$ cat src/rtl/loop_nest_seq_pkg.sv
// rtl/loop_nest_seq_pkg.sv - shared widths, sequencer state and latched-bound types
package globals_sv;

  localparam int CLOG2K = 4;
  localparam int CLOG2W = 3;
  localparam int CLOG2L = 3;

  typedef enum logic [1:0] {
    IDLE = 2'd0,
    RUN  = 2'd1,
    DONE = 2'd2
  } seq_state_t;

  // Last-value (inclusive) bounds captured at start, innermost level in the low bits
  typedef struct packed {
    logic [CLOG2L-1:0] l4;
    logic [CLOG2L-1:0] l3;
    logic [CLOG2L-1:0] l2;
    logic [CLOG2L-1:0] l1;
    logic [CLOG2L-1:0] l0;
    logic [CLOG2W-1:0] ckg;
    logic [CLOG2K-1:0] ksi;
  } bounds_t;

endpackage

$ cat src/rtl/loop_nest_seq_loop_cnt.sv
// rtl/loop_nest_seq_loop_cnt.sv - one odometer digit: wraps at an inclusive bound and carries
module loop_cnt #(
  parameter int WIDTH = 4
) (
  input  logic             clk,
  input  logic             rst,
  input  logic             clr,
  input  logic             en,
  input  logic [WIDTH-1:0] bound,
  output logic [WIDTH-1:0] cnt,
  output logic             at_bound,
  output logic             carry
);

  assign at_bound = (cnt == bound);
  assign carry    = en & at_bound;

  always_ff @(posedge clk or posedge rst) begin
    if (rst) begin
      cnt <= '0;
    end else if (clr) begin
      cnt <= '0;
    end else if (en) begin
      cnt <= at_bound ? '0 : cnt + 1'b1;
    end
  end

endmodule

$ cat src/rtl/loop_nest_seq.sv
// rtl/loop_nest_seq.sv - seven-level loop nest sequencer (KSI innermost .. L4 outermost)
module loop_nest_seq
  import globals_sv::*;
(
  input  logic              clk,
  input  logic              rst,
  input  logic              start,
  input  logic              abort,
  input  logic              c1_c2_n,
  input  logic [CLOG2K-1:0] arv_KSI,
  input  logic [CLOG2W-1:0] arv_CKG,
  input  logic [CLOG2L-1:0] arv_L0,
  input  logic [CLOG2L-1:0] arv_L1,
  input  logic [CLOG2L-1:0] arv_L2,
  input  logic [CLOG2L-1:0] arv_L3,
  input  logic [CLOG2L-1:0] arv_L4,
  input  logic              dp_ready,
  output logic              it_valid,
  output logic [CLOG2K-1:0] cnt_KSI,
  output logic [CLOG2W-1:0] cnt_CKG,
  output logic [CLOG2L-1:0] cnt_L0,
  output logic [CLOG2L-1:0] cnt_L1,
  output logic [CLOG2L-1:0] cnt_L2,
  output logic [CLOG2L-1:0] cnt_L3,
  output logic [CLOG2L-1:0] cnt_L4,
  output logic              acc_first,
  output logic              acc_last,
  output logic              nest_last,
  output logic              mode_q,
  output logic              busy,
  output logic              done
);

  seq_state_t state, state_nx;
  bounds_t    bnd;
  logic       latch, clr, advance, all_bound;
  logic [6:0] en, at_b, carry;

  assign latch     = (state == IDLE) & start & ~abort;
  assign advance   = (state == RUN) & dp_ready & ~abort;
  assign all_bound = &at_b;
  // Counters return to zero whenever the sequencer heads back to IDLE
  assign clr       = abort | latch | (state == DONE);

  // The final acceptance freezes the odometer so the last index stays visible
  assign en[0]   = advance & ~all_bound;
  assign en[6:1] = carry[5:0];

  always_ff @(posedge clk or posedge rst) begin
    if (rst) begin
      state <= IDLE;
    end else begin
      state <= state_nx;
    end
  end

  always_comb begin
    state_nx = state;
    if (abort) begin
      state_nx = IDLE;
    end else begin
      case (state)
        IDLE:    if (start) state_nx = RUN;
        RUN:     if (advance && all_bound) state_nx = DONE;
        DONE:    state_nx = IDLE;
        default: state_nx = IDLE;
      endcase
    end
  end

  always_comb begin
    it_valid  = (state == RUN);
    busy      = (state == RUN);
    done      = (state == DONE);
    acc_first = (state == RUN) & (cnt_KSI == '0);
    acc_last  = (state == RUN) & at_b[0];
    nest_last = (state == RUN) & all_bound;
  end

  always_ff @(posedge clk or posedge rst) begin
    if (rst) begin
      bnd    <= '0;
      mode_q <= 1'b0;
    end else if (abort || state == DONE) begin
      bnd    <= '0;
      mode_q <= 1'b0;
    end else if (latch) begin
      bnd    <= '{l4: arv_L4, l3: arv_L3, l2: arv_L2, l1: arv_L1, l0: arv_L0,
                  ckg: arv_CKG, ksi: arv_KSI};
      mode_q <= c1_c2_n;
    end
  end

  loop_cnt #(.WIDTH(CLOG2K)) u_ksi (
    .clk(clk), .rst(rst), .clr(clr), .en(en[0]), .bound(bnd.ksi),
    .cnt(cnt_KSI), .at_bound(at_b[0]), .carry(carry[0])
  );

  loop_cnt #(.WIDTH(CLOG2W)) u_ckg (
    .clk(clk), .rst(rst), .clr(clr), .en(en[1]), .bound(bnd.ckg),
    .cnt(cnt_CKG), .at_bound(at_b[1]), .carry(carry[1])
  );

  loop_cnt #(.WIDTH(CLOG2L)) u_l0 (
    .clk(clk), .rst(rst), .clr(clr), .en(en[2]), .bound(bnd.l0),
    .cnt(cnt_L0), .at_bound(at_b[2]), .carry(carry[2])
  );

  loop_cnt #(.WIDTH(CLOG2L)) u_l1 (
    .clk(clk), .rst(rst), .clr(clr), .en(en[3]), .bound(bnd.l1),
    .cnt(cnt_L1), .at_bound(at_b[3]), .carry(carry[3])
  );

  loop_cnt #(.WIDTH(CLOG2L)) u_l2 (
    .clk(clk), .rst(rst), .clr(clr), .en(en[4]), .bound(bnd.l2),
    .cnt(cnt_L2), .at_bound(at_b[4]), .carry(carry[4])
  );

  loop_cnt #(.WIDTH(CLOG2L)) u_l3 (
    .clk(clk), .rst(rst), .clr(clr), .en(en[5]), .bound(bnd.l3),
    .cnt(cnt_L3), .at_bound(at_b[5]), .carry(carry[5])
  );

  loop_cnt #(.WIDTH(CLOG2L)) u_l4 (
    .clk(clk), .rst(rst), .clr(clr), .en(en[6]), .bound(bnd.l4),
    .cnt(cnt_L4), .at_bound(at_b[6]), .carry(carry[6])
  );

  // The outermost carry can never fire: the final step is caught as DONE instead
  assert property (@(posedge clk) disable iff (rst) !carry[6]);

endmodule

$ cat config.mk
export PLATFORM = sky130hd
export DESIGN_NAME = loop_nest_seq
export DESIGN_NICKNAME = d
export VERILOG_FILES = /design/src/rtl/loop_nest_seq_pkg.sv /design/src/rtl/loop_nest_seq_loop_cnt.sv /design/src/rtl/loop_nest_seq.sv
export SDC_FILE = /design/constraint.sdc
export NUM_CORES = 1
export LEC_CHECK = 0
export CAP_MARGIN = 30
export CORE_ASPECT_RATIO = 1.4
export CORE_MARGIN = 2
export CORE_UTILIZATION = 45
export CTS_BUF_LIST = sky130_fd_sc_hd__clkbuf_16
export DETAILED_ROUTE_END_ITERATION = 10
export GPL_ROUTABILITY_DRIVEN = 1
export PLACE_DENSITY = 0.84
export REMOVE_ABC_BUFFERS = 1
export SKIP_CTS_REPAIR_TIMING = 1
export SYNTH_ARGS = -nofsm -noshare
export SYNTH_HDL_FRONTEND = slang
export SYNTH_SLANG_ARGS = --single-unit
$ cat constraint.sdc
create_clock -name clk -period 4.3 [get_ports clk]
set_input_delay 0.645 -clock clk [delete_from_list [all_inputs] [get_ports clk]]
set_output_delay 0.645 -clock clk [all_outputs]
set_load 0.005 [all_outputs]
## After elaboration in Yosys (flattened, before gate mapping)

Cells that the tools add are included.

| storage, ports and cells | value |
|---|---|
| register bits | 47 |
| input port bits | 28 |
| output and inout port bits | 29 |
| logic and storage cells | 95 |

| operators by class | value |
|---|---|
| $add $sub $neg | 7 |
| eq/ne operators | 11 |
| mux-type cells | 29 |
| bitwise gates (word level) | 18 |
| reduce and logical (&&, ||, !) cells | 14 |

Operators by type and width:

| operator | count |
|---|---|
| 3-bit 2-to-1 mux | 18 |
| 22-bit 2-to-1 mux | 2 |
| 3-bit by 1-bit adder with 3-bit output (second input constant) | 6 |
| 3-bit == test | 6 |
| 2-bit nonzero test | 8 |
| 1-bit AND | 14 |
| 4-bit 2-to-1 mux | 3 |
| 7-bit AND reduction | 1 |
| 2-bit 2-to-1 mux | 3 |
| 4-bit by 1-bit adder with 4-bit output (second input constant) | 1 |
| 4-bit == test | 1 |
| 4-bit logical NOT | 1 |
| 2-bit case mux with 2 select lines | 1 |
| 3-bit by 2-bit inequality test with 1-bit output (second input constant) | 1 |
| 3-bit inequality test (second input constant) | 1 |
| 2-bit by 1-bit == test with 1-bit output (second input constant) | 1 |
| 2-bit == test (second input constant) | 1 |
| 2-bit logical NOT | 1 |
| 1-bit 2-to-1 mux | 2 |
| 1-bit inverter | 2 |
| 1-bit OR | 2 |
| 2-bit AND reduction | 1 |
| 1-bit logical AND | 1 |
| 1-bit logical OR | 1 |

## Longest topological paths before layout

Gate-level depths: netlist of the first run.

| logic depth | value |
|---|---|
| depth after elaboration | 12 |
| mapped depth | 7 |
| depth with buffers taken out | 5 |

## By module

From an unflattened synthesis of the first run, not the netlist that was laid out.

| second synthesis, totals | value |
|---|---|
| cell total of the unflattened synthesis | 228 |
| area total of the unflattened synthesis | 2,558.7 um^2 |

By module, submodules not included:

| module | instances | cells each | area an instance (um^2) | seq. area each (um^2) |
|---|---|---|---|---|
| loop_cnt at u_ckg ... | 6 | 21 | 203.9 | 75.1 |
| loop_nest_seq | 1 | 74 | 1,052.3 | 625.6 |
| loop_cnt at u_ksi | 1 | 28 | 282.8 | 100.1 |

## Worst setup path before layout of the first run

OpenSTA, ideal clock, no wires.

| path | value |
|---|---|
| kind | register -> output |
| from | register u_ksi.cnt[2] |
| to | output nest_last |
| arrival time | 1,778 ps |
| data required time | 3,655 ps |
| path slack | 1,877 ps |
| stages on the path, launching flop included | 7 |
| buffers on the path | 1 |
| cell sequence | dfrtp_1 > xor2_1 > or4_1 > buf_6 > nor3_4 > nand2_2 > nor2_1 |

| on the way | value |
|---|---|
| word-level cells in the longest chain between the ends | 3 |

RTL lines:

| what | RTL line | RTL |
|---|---|---|
| start: declaration | loop_nest_seq_loop_cnt.sv:10 | `output logic [WIDTH-1:0] cnt,` |
| start signal: assignment | loop_nest_seq_loop_cnt.sv:24 | `cnt <= at_bound ? '0 : cnt + 1'b1;` |
| 4-bit == test | loop_nest_seq_loop_cnt.sv:15 | `assign at_bound = (cnt == bound);` |
| 7-bit AND reduction | loop_nest_seq.sv:41 | `assign all_bound = &at_b;` |
| 1-bit AND | loop_nest_seq.sv:77 | `nest_last = (state == RUN) & all_bound;` |
| end: declaration | loop_nest_seq.sv:28 | `output logic nest_last,` |

Every way passes these cells.

## Worst setup path after layout of the first run

| path | value |
|---|---|
| from | register u_l1.cnt[0] |
| to | output nest_last |

| on the way | value |
|---|---|
| word-level cells in the longest chain between the ends | 3 |

RTL lines:

| what | RTL line |
|---|---|
| start: declaration | loop_nest_seq_loop_cnt.sv:10 |
| start signal: assignment | loop_nest_seq_loop_cnt.sv:24 |
| 3-bit == test | loop_nest_seq_loop_cnt.sv:15 |
| 7-bit AND reduction | loop_nest_seq.sv:41 |
| 1-bit AND | loop_nest_seq.sv:77 |

Every way passes these cells.

==> flow_metrics.env, run 1 <==
export IMPL_nets=331
export IMPL_critical_path_cell_chain="xor2_1 > or3_1 > nor4_1 > buf_4 > nand2_2 > nor2_1 > clkdlybuf4s50_1"
export IMPL_p_leak_nw=1.403
export IMPL_first_pass_iters=5
export IMPL_gr_total_overflow=0
export IMPL_grt_usage_pct=20.72
export IMPL_path_class="reg -> out"
export IMPL_synth_cell_types=44
export IMPL_port_buffers=56
export IMPL_numCtsBuffers=5
export IMPL_start_kind="flop"
export IMPL_muxShareOfSynthArea_pct=1.980
export IMPL_layout_commonest_cell="clkdlybuf4s50_1"
export IMPL_fmax_mhz=268.9
export IMPL_fp_dieW_um=67.34
export IMPL_finalMaxSlewViolations=0
export IMPL_post_route_util_pct=60.88
export IMPL_cts_sinks=47
export IMPL_io_pins=57
export IMPL_die_area_mm2=0.006241
export IMPL_synth_seq_area_share_pct=46.53
export IMPL_drive_gt1_share_pct=8.784
export IMPL_clk_latency_ns=0.28
export IMPL_wire_per_inst_um=15.90
export IMPL_final_antenna_net_count=0
export IMPL_fin_crit_sh_pct=86.50
export IMPL_grt_max_degree=48
export IMPL_final_hold_viol_count=0
export IMPL_max_stage_delay_ns=0.70
export IMPL_yosys_warnings=0
export IMPL_num_rows=32
export IMPL_critical_path_top_delay_family="simple AND/OR/NAND/NOR gates"
export IMPL_stdcell_count=364
export IMPL_area_delta_synth_final_pct=32.13
export IMPL_wl_mm=5.786
export IMPL_pre_cts_ws_ns=0.9619
export IMPL_crit_slowest_cell="nor4_1"
export IMPL_fin_setup_tns_ns=0
export IMPL_place_inst=355
export IMPL_via_per_inst=5.832
export IMPL_synth_top_cell_by_area="dfrtp_1"
export IMPL_synth_top_area_share_pct=46.53
export IMPL_synth_compound_area_share_pct=19.46
export IMPL_cp_required_ns=3.65
export IMPL_arrival_ns=3.07
export IMPL_synth_top_family_by_area="compound AO/OA/AOI/OAI gates"
export IMPL_drt_iter0_markers=108
export IMPL_initial_core_util_pct=46.08
export IMPL_worstPathMaxFanout=8
export IMPL_synthAdderAreaFrac_pct=3.960
export IMPL_gp_congestion=0.7859
export IMPL_cts_max_path_buffers=2
export IMPL_synthArstFlopShare_pct=100.0
export IMPL_status="finished clean"
export IMPL_antenna_found_initial=0
export IMPL_setup_viol=0
export IMPL_synthTopCellsByArea="dfrtp_1, a22o_1, xnor2_1, ha_1, a21oi_1"
export IMPL_drc_errors=0
export IMPL_fillCellCount=451
export IMPL_clk_pin_slew_ns=0.06
export IMPL_cts_tree="yes"
export IMPL_grt_pass1_vias=2174
export IMPL_synth_simple_gate_area_share_pct=17.03
export IMPL_period_minus_slack_ns=3.719
export IMPL_cap_violations=0
export IMPL_dp_hpwl_mm=4.097
export IMPL_via_count=2123
export IMPL_grt_pass1_wl_mm=9.991
export IMPL_syn_avg_cell_area_um2=10.57
export IMPL_tightestPinTransition_ns=0.7815
export IMPL_cts_root_buf="clkbuf_16"
export IMPL_rsz0062_at_grt="no"
export IMPL_relSlewSlack_pct=47.42
export IMPL_skew_ns=0.006751
export IMPL_core_region_area_mm2=0.005485
export IMPL_ir_drop_uv=283.7
export IMPL_p_total_mw=1.099
export IMPL_synth_seq_cells=47
export IMPL_path_buf_inv=2
export IMPL_die_height_um=92.68
export IMPL_htree_levels=2
export IMPL_synth_edf_count=0
export IMPL_synthXorXnorAreaFrac_pct=7.624
export IMPL_hold_class="reg -> reg"
export IMPL_synthFlopType="dfrtp_1"
export IMPL_power_density_mw_per_mm2=329.2
export IMPL_worst_slack_ns=0.5806
export IMPL_diodes=0
export IMPL_syn_area_mm2=0.002527
export IMPL_final_cell_mix="clkdlybuf4s50_1, dfrtp_1, a22o_1"
export IMPL_synth_cells=239
export IMPL_end_kind="output pin"
==> worst reg2reg max path, cell delays in order, from the launching register on <==
cell	delay (ns)
dfrtp_1	0.45
xor2_1	0.21
nor4_2	0.53
nand4_1	0.53
or4_1	0.62
a21oi_1	0.15
==> cell families (layout without fill, tap and decap cells) <==
group / count (synthesis) / in the layout
AOI/OAI and AO/OA: 66 / 66
xor gates and xnor gates: 22 / 22
adders and majority gates: 8 / 8
buffers and inverters: 19 / 76
DFF: 47 / 47
muxes: 5 / 5
and+or+nand+nor: 72 / 72
==> layout make-up <==
type / count / area [um^2] / area share [%]
Clock buffer: 5 / 125.1 / 3.747
Tap cell: 68 / 85.08 / 2.548
Timing Repair Buffer: 62 / 618.1 / 18.51
Inverter: 6 / 22.52 / 0.6744
Multi-Input combinational cell: 173 / 1274 / 38.14
Sequential cell: 47 / 1176 / 35.22
Clock inverter: 3 / 38.79 / 1.161
==> where the power goes <==
group | switching [mW] | total (mW) | leakage, nW | internal [mW]
logic | 0.112 | 0.197 | 0.679 | 0.0848
clock network | 0.156 | 0.427 | 0.0812 | 0.271
registers | 0.0151 | 0.475 | 0.643 | 0.460
==> worst paths after layout <==
| kind | startpoint | endpoint | slack, ns | cells after the start |
|---|---|---|---|---|
| max | u_l1.cnt[0] | nest_last | 0.58 | 7 |
| min | mode_q | mode_q | 0.51 | 1 |
| max reg2reg | u_ksi.cnt[2] | u_l4.cnt[0] | 1.72 | 5 |
| min reg2reg | mode_q | mode_q | 0.51 | 1 |
| max in group asynchronous | rst | u_ckg.cnt[0] | 3.34 | 3 |
| min in group asynchronous | rst | bnd[20] | 0.53 | 2 |
==> routing by layer <==
metal	GRT usage, %	part of all wire [%]	vias up
met5	0	0	-
met4	6.973	2.5	0
met3	4.131	4.0	14
met2	35.97	54	67
met1	25.04	39	1039
li1	-	-	1003
==> registers in the layout (all words and copies together) (netlist names) <==
signal / count
bnd: 22
mode_q: 1
state: 2
u_ckg.cnt: 3
u_ksi.cnt: 4
u_l0.cnt: 3
u_l1.cnt: 3
u_l2.cnt: 3
u_l3.cnt: 3
u_l4.cnt: 3
==> metrics by stage <==
stage                     cell area (um^2)  hold slack, ns
after floorplan                       2464          0.4934
final                                 3339          0.5099
after global placement                3156          0.4903
after CTS                             3319          0.5141
after detailed placement              3156          0.4979
after global routing                  3339          0.5267
==> cell usage after synthesis, drive strengths merged (4+ instances only) <==
cell / n
nand3: 11
xnor2: 15
clkbuf: 10
nand4: 5
a22o: 23
or4: 4
inv: 6
xor2: 7
o31ai: 5
nor3: 5
nor2: 10
nand2: 14
and3: 4
o21ai: 10
ha: 8
or3: 4
a21oi: 15
nor4: 4
dfrtp: 47
mux2i: 5
Note: power is estimated with default switching activity, not from simulation.
==> inputs of run 2 (changes only) <==
- CORE_MARGIN: 2 -> unset
==> flow_metrics.env, run 2 (synthesis results as in run 1) <==
export IMPL_p_switching_mw=0.2902
export IMPL_worstPathMaxFanout=9
export IMPL_place_inst=355
export IMPL_critical_path_top_delay_family="simple AND/OR/NAND/NOR gates"
export IMPL_rsz0062_at_grt="no"
export IMPL_numCtsBuffers=5
export IMPL_nets=332
export IMPL_setup_viol=0
export IMPL_post_route_util_pct=63.40
export IMPL_grt_usage_pct=21.67
export IMPL_pre_cts_ws_ns=1.195
export IMPL_num_rows=31
export IMPL_clk_latency_ns=0.29
export IMPL_skew_ns=0.007232
export IMPL_fin_setup_tns_ns=0
export IMPL_max_stage_delay_ns=0.73
export IMPL_area_delta_synth_final_pct=32.33
export IMPL_worst_slack_ns=0.8730
export IMPL_wire_per_inst_um=16.52
export IMPL_crit_slowest_cell="or4_1"
export IMPL_diodes=0
export IMPL_p_total_mw=1.107
export IMPL_ff_latch_area_mm2=0.001176
export IMPL_io_pins=57
export IMPL_gp_congestion=0.8367
export IMPL_end_kind="output pin"
export IMPL_stdcell_count=363
export IMPL_layout_commonest_cell="clkdlybuf4s50_1"
export IMPL_p_seq_share_pct=43.0
export IMPL_drt_iter0_markers=139
export IMPL_hold_class="reg -> reg"
export IMPL_reg_largest_list="bnd x22, u_ksi.cnt x4"
export IMPL_first_pass_iters=4
export IMPL_fin_crit_sh_pct=79.70
export IMPL_cts_max_path_buffers=2
export IMPL_cap_violations=0
export IMPL_final_cell_mix="clkdlybuf4s50_1, dfrtp_1, a22o_1"
export IMPL_r2r_start="u_ksi.cnt[2]"
export IMPL_path_buf_inv=1
export IMPL_via_per_inst=5.895
export IMPL_design_area_mm2=0.003344
export IMPL_final_hold_viol_count=0
export IMPL_dp_hpwl_mm=4.120
export IMPL_multiInputGateArea_mm2=0.001274
export IMPL_status="finished clean"
export IMPL_fp_dieW_um=65.34
export IMPL_power_density_mw_per_mm2=331.0
export IMPL_finalMaxSlewViolations=0
export IMPL_final_antenna_net_count=0
export IMPL_htree_levels=2
export IMPL_period_minus_slack_ns=3.427
export IMPL_cp_startpoint="u_ksi.cnt[2]"
export IMPL_critical_path_cell_chain="xor2_1 > or4_1 > nor3_4 > nand2_2 > nor2_1 > clkdlybuf4s50_1"
export IMPL_via_count=2140
export IMPL_p_sw_share_pct=26.22
export IMPL_cts_sinks=47
export IMPL_initial_core_util_pct=47.91
export IMPL_combPwrFrac_pct=17.8
export IMPL_p_int_mw=0.8166
export IMPL_tightestPinTransition_ns=0.7705
export IMPL_drc_errors=0
export IMPL_fmax_mhz=291.8
export IMPL_antenna_found_initial=0
export IMPL_drive_gt1_share_pct=9.091
export IMPL_core_region_area_mm2=0.005275
export IMPL_cts_tree="yes"
export IMPL_gr_total_overflow=0
export IMPL_cp_required_ns=3.65
export IMPL_die_area_mm2=0.005925
export IMPL_pwr_share_clk_pct=39.2
export IMPL_wl_mm=5.997
export IMPL_top_register="bnd"
export IMPL_arrival_ns=2.78
export IMPL_p_leak_nw=1.408
export IMPL_relSlewSlack_pct=48.58
export IMPL_port_buffers=56
export IMPL_start_kind="flop"
export IMPL_timing_hold_ws_ns=0.5199
export IMPL_hp_start="mode_q"
export IMPL_grt_pass1_wl_mm=9.942
export IMPL_ir_drop_uv=342.3
export IMPL_grt_max_degree=44
export IMPL_largest_reg_flops=22
export IMPL_clk_pin_slew_ns=0.07
export IMPL_grt_pass1_vias=2122
export IMPL_fillCellCount=444
export IMPL_place_area_mm2=0.003181
export IMPL_path_class="reg -> out"
export IMPL_cts_root_buf="clkbuf_16"
export IMPL_die_height_um=90.68
## run 2: final timing paths
check / depth (start not counted) / endpoint / slack [ns]
max: 6 / nest_last / 0.87
min reg2reg: 1 / mode_q / 0.52
max in group asynchronous: 3 / u_l3.cnt[1] / 3.30
max reg2reg: 5 / u_l4.cnt[0] / 1.72
min in group asynchronous: 2 / mode_q / 0.55
min: 1 / mode_q / 0.52
## run 2: area by class of cell
class	count	share of cell area, %
multi-input combinational	173	38.08
sequential	47	35.17
timing repair buffer	63	18.71
clock buffer	5	3.741
tap	66	2.469
clock inverter	3	1.160
inverter	6	0.6734
## run 2: worst register-to-register path, delay by kind of cell (launching register included)
family	cells	cell delay, ns
flops	1	0.45
compound gates	1	0.15
xor+xnor	1	0.21
simple gates	3	1.71
## run 2: per-layer routing
metal  track usage, %  up-vias  part of all wire [%]  routed length, um
met5                0        -                     0                  0
met4            7.246        0                   2.1                123
met3            3.662       11                   3.5                207
met2            38.92       62                    56               3346
met1            25.29     1054                    39               2319
li1                 -     1013                     -                  -
## run 2: power by group through the flow
| stage | sequential (mW) | combinational, mW | clock, mW |
|---|---|---|---|
| 3_3_place_gp | 0.483 | 0.190 | 0 |
| 5_1_grt | 0.478 | 0.213 | 0.456 |
| 6_report | 0.476 | 0.197 | 0.434 |
| 3_5_place_dp | 0.484 | 0.195 | 0 |
| 2_1_floorplan | 0.480 | 0.116 | 0 |
| 4_1_cts | 0.476 | 0.198 | 0.438 |
